## src/rtl/ray_dir_reciprocal.sv

```systemverilog
// Per-axis reciprocal of a ray direction (Q16.16 in, Q18.18 out) using one shared
// serial restoring divider; feeds the ray/box slab test.
module ray_dir_reciprocal #(
    parameter int unsigned DIR_W    = 32,
    parameter int unsigned DIR_FRAC = 16,
    parameter int unsigned INV_W    = 36,
    parameter int unsigned INV_FRAC = 18
) (
    input  logic                 clk,
    input  logic                 rst_n,
    input  logic                 in_valid,
    output logic                 in_ready,
    input  logic [3*DIR_W-1:0]   ray_orig_in,
    input  logic [3*DIR_W-1:0]   ray_dir_in,
    output logic                 out_valid,
    input  logic                 out_ready,
    output logic [3*DIR_W-1:0]   ray_orig,
    output logic [3*INV_W-1:0]   inv_ray_dir,
    output logic [2:0]           div_by_zero,
    output logic                 busy
);

    localparam int unsigned QW    = DIR_FRAC + INV_FRAC + 1;
    localparam int unsigned CNT_W = $clog2(QW);
    localparam int unsigned CMP_W = (QW > INV_W) ? QW : INV_W;
    localparam int unsigned REM_W = DIR_W + 1;

    localparam logic [CNT_W-1:0] CNT_START = CNT_W'(QW - 1);
    localparam logic [CMP_W-1:0] MAX_POS   = (CMP_W'(1) << (INV_W - 1)) - CMP_W'(1);

    localparam logic [1:0] IDLE = 2'd0;
    localparam logic [1:0] SEL  = 2'd1;
    localparam logic [1:0] DIV  = 2'd2;
    localparam logic [1:0] DONE = 2'd3;

    logic [1:0]           state_q, state_d;
    logic [1:0]           idx_q, idx_d;
    logic [3*DIR_W-1:0]   dir_q, dir_d;
    logic [DIR_W-1:0]     divisor_q, divisor_d;
    logic                 neg_q, neg_d;
    logic [REM_W-1:0]     rem_q, rem_d;
    logic [QW-1:0]        quot_q, quot_d;
    logic [CNT_W-1:0]     cnt_q, cnt_d;
    logic [3*DIR_W-1:0]   orig_d;
    logic [3*INV_W-1:0]   inv_d;
    logic [2:0]           dbz_d;

    logic [DIR_W-1:0]     cur_dir;
    logic [DIR_W-1:0]     abs_dir;
    logic                 dbit;
    logic [REM_W:0]       rem_sh;
    logic                 ge;
    logic [REM_W:0]       rem_sub;
    logic [QW-1:0]        quot_nx;
    logic [CMP_W-1:0]     q_ext;
    logic [CMP_W-1:0]     mag;
    logic [INV_W-1:0]     mag_w;
    logic [INV_W-1:0]     res;

    // Divider datapath: one restoring step on the implicit dividend 2^(QW-1)
    always_comb begin
        cur_dir = '0;
        case (idx_q)
            2'd0:    cur_dir = dir_q[0*DIR_W +: DIR_W];
            2'd1:    cur_dir = dir_q[1*DIR_W +: DIR_W];
            2'd2:    cur_dir = dir_q[2*DIR_W +: DIR_W];
            default: cur_dir = '0;
        endcase
        abs_dir = cur_dir[DIR_W-1] ? (~cur_dir + 1'b1) : cur_dir;
        dbit    = (cnt_q == CNT_START);
        rem_sh  = {rem_q, dbit};
        ge      = (rem_sh >= (REM_W+1)'(divisor_q));
        rem_sub = ge ? (rem_sh - (REM_W+1)'(divisor_q)) : rem_sh;
        quot_nx = QW'({quot_q, ge});
        q_ext   = CMP_W'(quot_nx);
        mag     = (q_ext > MAX_POS) ? MAX_POS : q_ext;
        mag_w   = INV_W'(mag);
        res     = neg_q ? (~mag_w + 1'b1) : mag_w;
    end

    // Next-state and register-next logic
    always_comb begin
        state_d   = state_q;
        idx_d     = idx_q;
        dir_d     = dir_q;
        divisor_d = divisor_q;
        neg_d     = neg_q;
        rem_d     = rem_q;
        quot_d    = quot_q;
        cnt_d     = cnt_q;
        orig_d    = ray_orig;
        inv_d     = inv_ray_dir;
        dbz_d     = div_by_zero;
        case (state_q)
            IDLE: begin
                if (in_valid) begin
                    orig_d = ray_orig_in;
                    dir_d  = ray_dir_in;
                    for (int i = 0; i < 3; i++) begin
                        dbz_d[i] = (ray_dir_in[i*DIR_W +: DIR_W] == '0);
                    end
                    idx_d   = '0;
                    state_d = SEL;
                end
            end
            SEL: begin
                if (idx_q == 2'd3) begin
                    state_d = DONE;
                end else if (cur_dir == '0) begin
                    for (int i = 0; i < 3; i++) begin
                        if (idx_q == 2'(i)) inv_d[i*INV_W +: INV_W] = '0;
                    end
                    idx_d = idx_q + 2'd1;
                end else begin
                    divisor_d = abs_dir;
                    neg_d     = cur_dir[DIR_W-1];
                    rem_d     = '0;
                    quot_d    = '0;
                    cnt_d     = CNT_START;
                    state_d   = DIV;
                end
            end
            DIV: begin
                rem_d  = REM_W'(rem_sub);
                quot_d = quot_nx;
                cnt_d  = cnt_q - 1'b1;
                if (cnt_q == '0) begin
                    for (int i = 0; i < 3; i++) begin
                        if (idx_q == 2'(i)) inv_d[i*INV_W +: INV_W] = res;
                    end
                    idx_d   = idx_q + 2'd1;
                    state_d = SEL;
                end
            end
            DONE: begin
                if (out_ready) state_d = IDLE;
            end
            default: state_d = IDLE;
        endcase
    end

    always_ff @(posedge clk or negedge rst_n) begin
        if (!rst_n) begin
            state_q     <= IDLE;
            idx_q       <= '0;
            dir_q       <= '0;
            divisor_q   <= '0;
            neg_q       <= 1'b0;
            rem_q       <= '0;
            quot_q      <= '0;
            cnt_q       <= '0;
            ray_orig    <= '0;
            inv_ray_dir <= '0;
            div_by_zero <= '0;
            out_valid   <= 1'b0;
            busy        <= 1'b0;
            in_ready    <= 1'b1;
        end else begin
            state_q     <= state_d;
            idx_q       <= idx_d;
            dir_q       <= dir_d;
            divisor_q   <= divisor_d;
            neg_q       <= neg_d;
            rem_q       <= rem_d;
            quot_q      <= quot_d;
            cnt_q       <= cnt_d;
            ray_orig    <= orig_d;
            inv_ray_dir <= inv_d;
            div_by_zero <= dbz_d;
            out_valid   <= (state_d == DONE);
            busy        <= (state_d != IDLE);
            in_ready    <= (state_d == IDLE);
        end
    end

endmodule

```

## config.mk

```make
export PLATFORM = sky130hd
export DESIGN_NAME = ray_dir_reciprocal
export DESIGN_NICKNAME = d
export VERILOG_FILES = /design/src/rtl/ray_dir_reciprocal.sv
export SDC_FILE = /design/constraint.sdc
export NUM_CORES = 1
export LEC_CHECK = 0
export ABC_AREA = 1
export BUFFER_PORTS_ARGS = -buffer_cell sky130_fd_sc_hd__buf_2
export CAP_MARGIN = 10
export CELL_PAD_IN_SITES_DETAIL_PLACEMENT = 1
export CELL_PAD_IN_SITES_GLOBAL_PLACEMENT = 2
export CORE_ASPECT_RATIO = 1.4
export CORE_MARGIN = 5
export CORE_UTILIZATION = 34
export CTS_CLUSTER_SIZE = 28
export DETAILED_ROUTE_END_ITERATION = 8
export PLACE_DENSITY = 0.94
export SYNTH_ARGS = -nofsm -noshare
export SYNTH_HDL_FRONTEND = slang
export SYNTH_SLANG_ARGS = --single-unit
```

## constraint.sdc

```tcl
create_clock -name clk -period 10.3 [get_ports clk]
set_input_delay 1.03 -clock clk [delete_from_list [all_inputs] [get_ports clk]]
set_output_delay 1.03 -clock clk [all_outputs]
set_load 0.005 [all_outputs]
```

==> impl_metrics.tcl <==
set metrics [dict create \
    outcome "complete, no violations" \
    seq_area_frac_synth_pct 49.70 \
    ctsRootBufferMaster "clkbuf_16" \
    clock-sinks 416 \
    worstPathArrival_ps 5350 \
    ir_worst_vdd_mv 0.1518 \
    synth.avg_cell_area_sq_um 7.767 \
    synth_top_cell_by_area "dfrtp_1" \
    synth.top_cell.area_share_pct 49.57 \
    tightest_slew_ps 1105 \
    drive_gt1_share_pct 17.56 \
    yosys-top-cells-count "nand2_1, dfrtp_1, inv_1" \
    critPathLaunchType "flip-flop" \
    yosys_warnings 0 \
    die_h_um 303.7 \
    hp-class "flip-flop to flip-flop" \
    vias 19630 \
    grt-ovfl-total 0 \
    cts_resized 0 \
    worstPathRequired_ps 10820 \
    dpl.hpwl_um 55430 \
    skew_ps 40.45 \
    synth_cells 2697 \
    switching_power_mw 2.815 \
    seq_power_share_pct 35.3 \
    ys_types 57 \
    final_util_pct 41.10 \
    core-area_sq_um 60910 \
    syn_to_final_growth_pct 19.52 \
    relSlewSlack_pct 26.21 \
    antenna_found_initial 16 \
    final_hold_viol_count 0 \
    layout.nets 3290 \
    critPathKind "flip-flop to flip-flop" \
    cts_buffer_depth 3 \
    gp_congestion 0.8910 \
    cts_htree_levels 2 \
    leakage_nw 13.67 \
    grt_max_degree 172 \
    cts.reportedPaths.clkPinSlew_ps 70 \
    synth_edf_count 0 \
    port_buffers 405 \
    hold_buffers 0 \
    period_minus_slack_ps 4830 \
    synth_nets 2940 \
    insertion_delay_ps 610 \
    grt_pass1_wl_um 119900 \
    stdcell_area_sq_um 25040 \
    finalCritPeriodShare_pct 46.89 \
    synth_area_leaders "dfrtp_1, nand2_1, o21ai_0, inv_1, nand3_1" \
    die-area_sq_um 66750 \
    async_flop_share_pct 100.0 \
    cts_made_buffers 46 \
    share_comb_of_total_power_pct 39.8 \
    final-setup-viol-count 0 \
    cts_setup_buffers 0 \
    ios 406 \
    wl_per_cell_um 19.30 \
    fmax_mhz 207.1 \
    cap_viol_max_count 0 \
    rows 107 \
    switching_share_pct 42.45 \
    ys.flop_type "dfrtp_1" \
    track_usage_pct 22.28 \
    power_frac_clock_pct 24.8 \
    routed_via_density 5.028 \
    synth_most_common_cell "nand2_1" \
    power-per-cell-area_nw_per_um2 264.8 \
    fp.dieW_um 219.8 \
    drc_errors 0 \
    rsz0062_at_grt "no" \
    placed_area_sq_um 23540 \
    cts_tree "done" \
    dr.pass1.iters 4 \
    setup.worst_path.end_class "flip-flop" \
    grt_pass1_vias 21670 \
    final-max-slew-violation-count 0 \
    synth_area_sq_um 20950 \
    drt_iter0_drc 1141 \
    wl_um 75360 \
    intPower_mw 3.815 \
    cp_max_fo 42 \
    ys_ff_latch 416 \
    setup_tns_ps 0 \
    initial_core_util_pct 34.39 \
    antenna_left 0 \
]
==> critical path, cell delays in order, from the launching register on <==
cell     delay, ps
dfrtp_1        330
inv_1          100
ha_1           230
nand4_1        200
ha_1           230
fa_1           240
inv_1           70
nand3_1         80
nand3_1        150
nand2_1        100
nand2_1        110
nand2_1        130
nand2_1         90
inv_2          530
ha_1           330
nand2_1        110
nor3_2         280
nand2_1        150
nor2_1         190
nand2_1        140
o21ai_1        230
o21ai_0        160
a21oi_1        170
o21ai_1        140
o21ai_0        180
==> routing by layer <==
layer	GRT usage, %	share of wire (%)	vias to the layer above
li1	-	-	9359
met1	25.42	39	9592
met2	39.12	50	519
met3	6.030	6.6	152
met4	9.177	4.2	12
met5	0	0.10	-
==> cell families after synthesis <==
family	Yosys count	synth area share, %
xor gates and xnor gates	32	1.338
DFF	416	49.70
adders and majority gates	47	2.843
and+or+nand+nor	1490	29.16
buffers and inverters	332	6.713
AOI/OAI and AO/OA	374	9.933
muxes	6	0.3106
==> state kept, by name, summed over array words and instances, names as in the netlist <==
name,cells
rem_q,33
out_valid,1
cnt_q,6
quot_q,34
state_q,2
neg_q,1
div_by_zero,3
ray_orig,96
idx_q,2
inv_ray_dir,108
busy,1
divisor_q,32
in_ready,1
dir_q,96
==> worst paths after layout <==
check	from	end	slack, ps	cells past startpoint
worst max-delay path	cnt_q[0]	inv_ray_dir[70]	5470	24
worst min-delay path	inv_ray_dir[22]	inv_ray_dir[22]	470	2
worst max register to register	cnt_q[0]	inv_ray_dir[70]	5470	24
min in group asynchronous	rst_n	ray_orig[64]	490	1
max in group asynchronous	rst_n	inv_ray_dir[73]	7420	3
worst min register to register	inv_ray_dir[22]	inv_ray_dir[22]	470	2
==> area by class of cell <==
class | instances | area [sq um]
fill | 7605 | 35880
sequential | 416 | 10410
multi-input combinational | 1949 | 9141
timing repair buffer | 420 | 2162
clock buffer | 69 | 1328
tap | 817 | 1022
inverter | 214 | 805.8
clock inverter | 13 | 150.1
antenna | 7 | 17.52
==> power by group through the flow <==
stage / clock (mW) / sequential [mW] / combinational, mW
2_1_floorplan: 0 / 2.33 / 1.70
3_3_place_gp: 0 / 2.34 / 2.56
3_5_place_dp: 0 / 2.36 / 2.65
4_1_cts: 1.69 / 2.35 / 2.67
5_1_grt: 1.76 / 2.40 / 2.97
6_report: 1.64 / 2.34 / 2.64
==> placed cells by master, fill, tap and decap left out, types with 8 or more instances in the layout <==
cell type | netlist | routed
ha_1 | 46 | 45
nor2_1 | 117 | 117
inv_2 | 9 | 8
inv_1 | 204 | 204
o211ai_1 | 10 | 10
xor2_1 | 25 | 25
buf_4 | 8 | 14
clkbuf_16 | 0 | 46
clkbuf_1 | 60 | 14
nor2_2 | 9 | 9
a31oi_1 | 8 | 8
dfrtp_1 | 415 | 415
clkbuf_8 | 0 | 9
nor3_1 | 19 | 19
o21ai_0 | 181 | 181
nor4_1 | 21 | 21
nand2_1 | 1133 | 1132
buf_2 | 31 | 404
a21oi_1 | 67 | 67
o22ai_1 | 39 | 39
nand4_1 | 46 | 46
o21ai_1 | 37 | 37
nand3_1 | 116 | 116
==> per-stage QoR <==
| stage | setup slack, ps | instances | power (mW) | hold WS, ps |
|---|---|---|---|---|
| after floorplan | 6672 | 2697 | 4.034 | 448.7 |
| after global placement | 5616 | 3816 | 4.900 | 454.4 |
| after detailed placement | 5486 | 3816 | 5.005 | 458.5 |
| after CTS | 5446 | 3898 | 6.705 | 475.9 |
| after global routing | 4965 | 3901 | 7.128 | 494.0 |
| final | 5471 | 3905 | 6.630 | 469.8 |
Note: power is estimated with default switching activity, not from simulation.
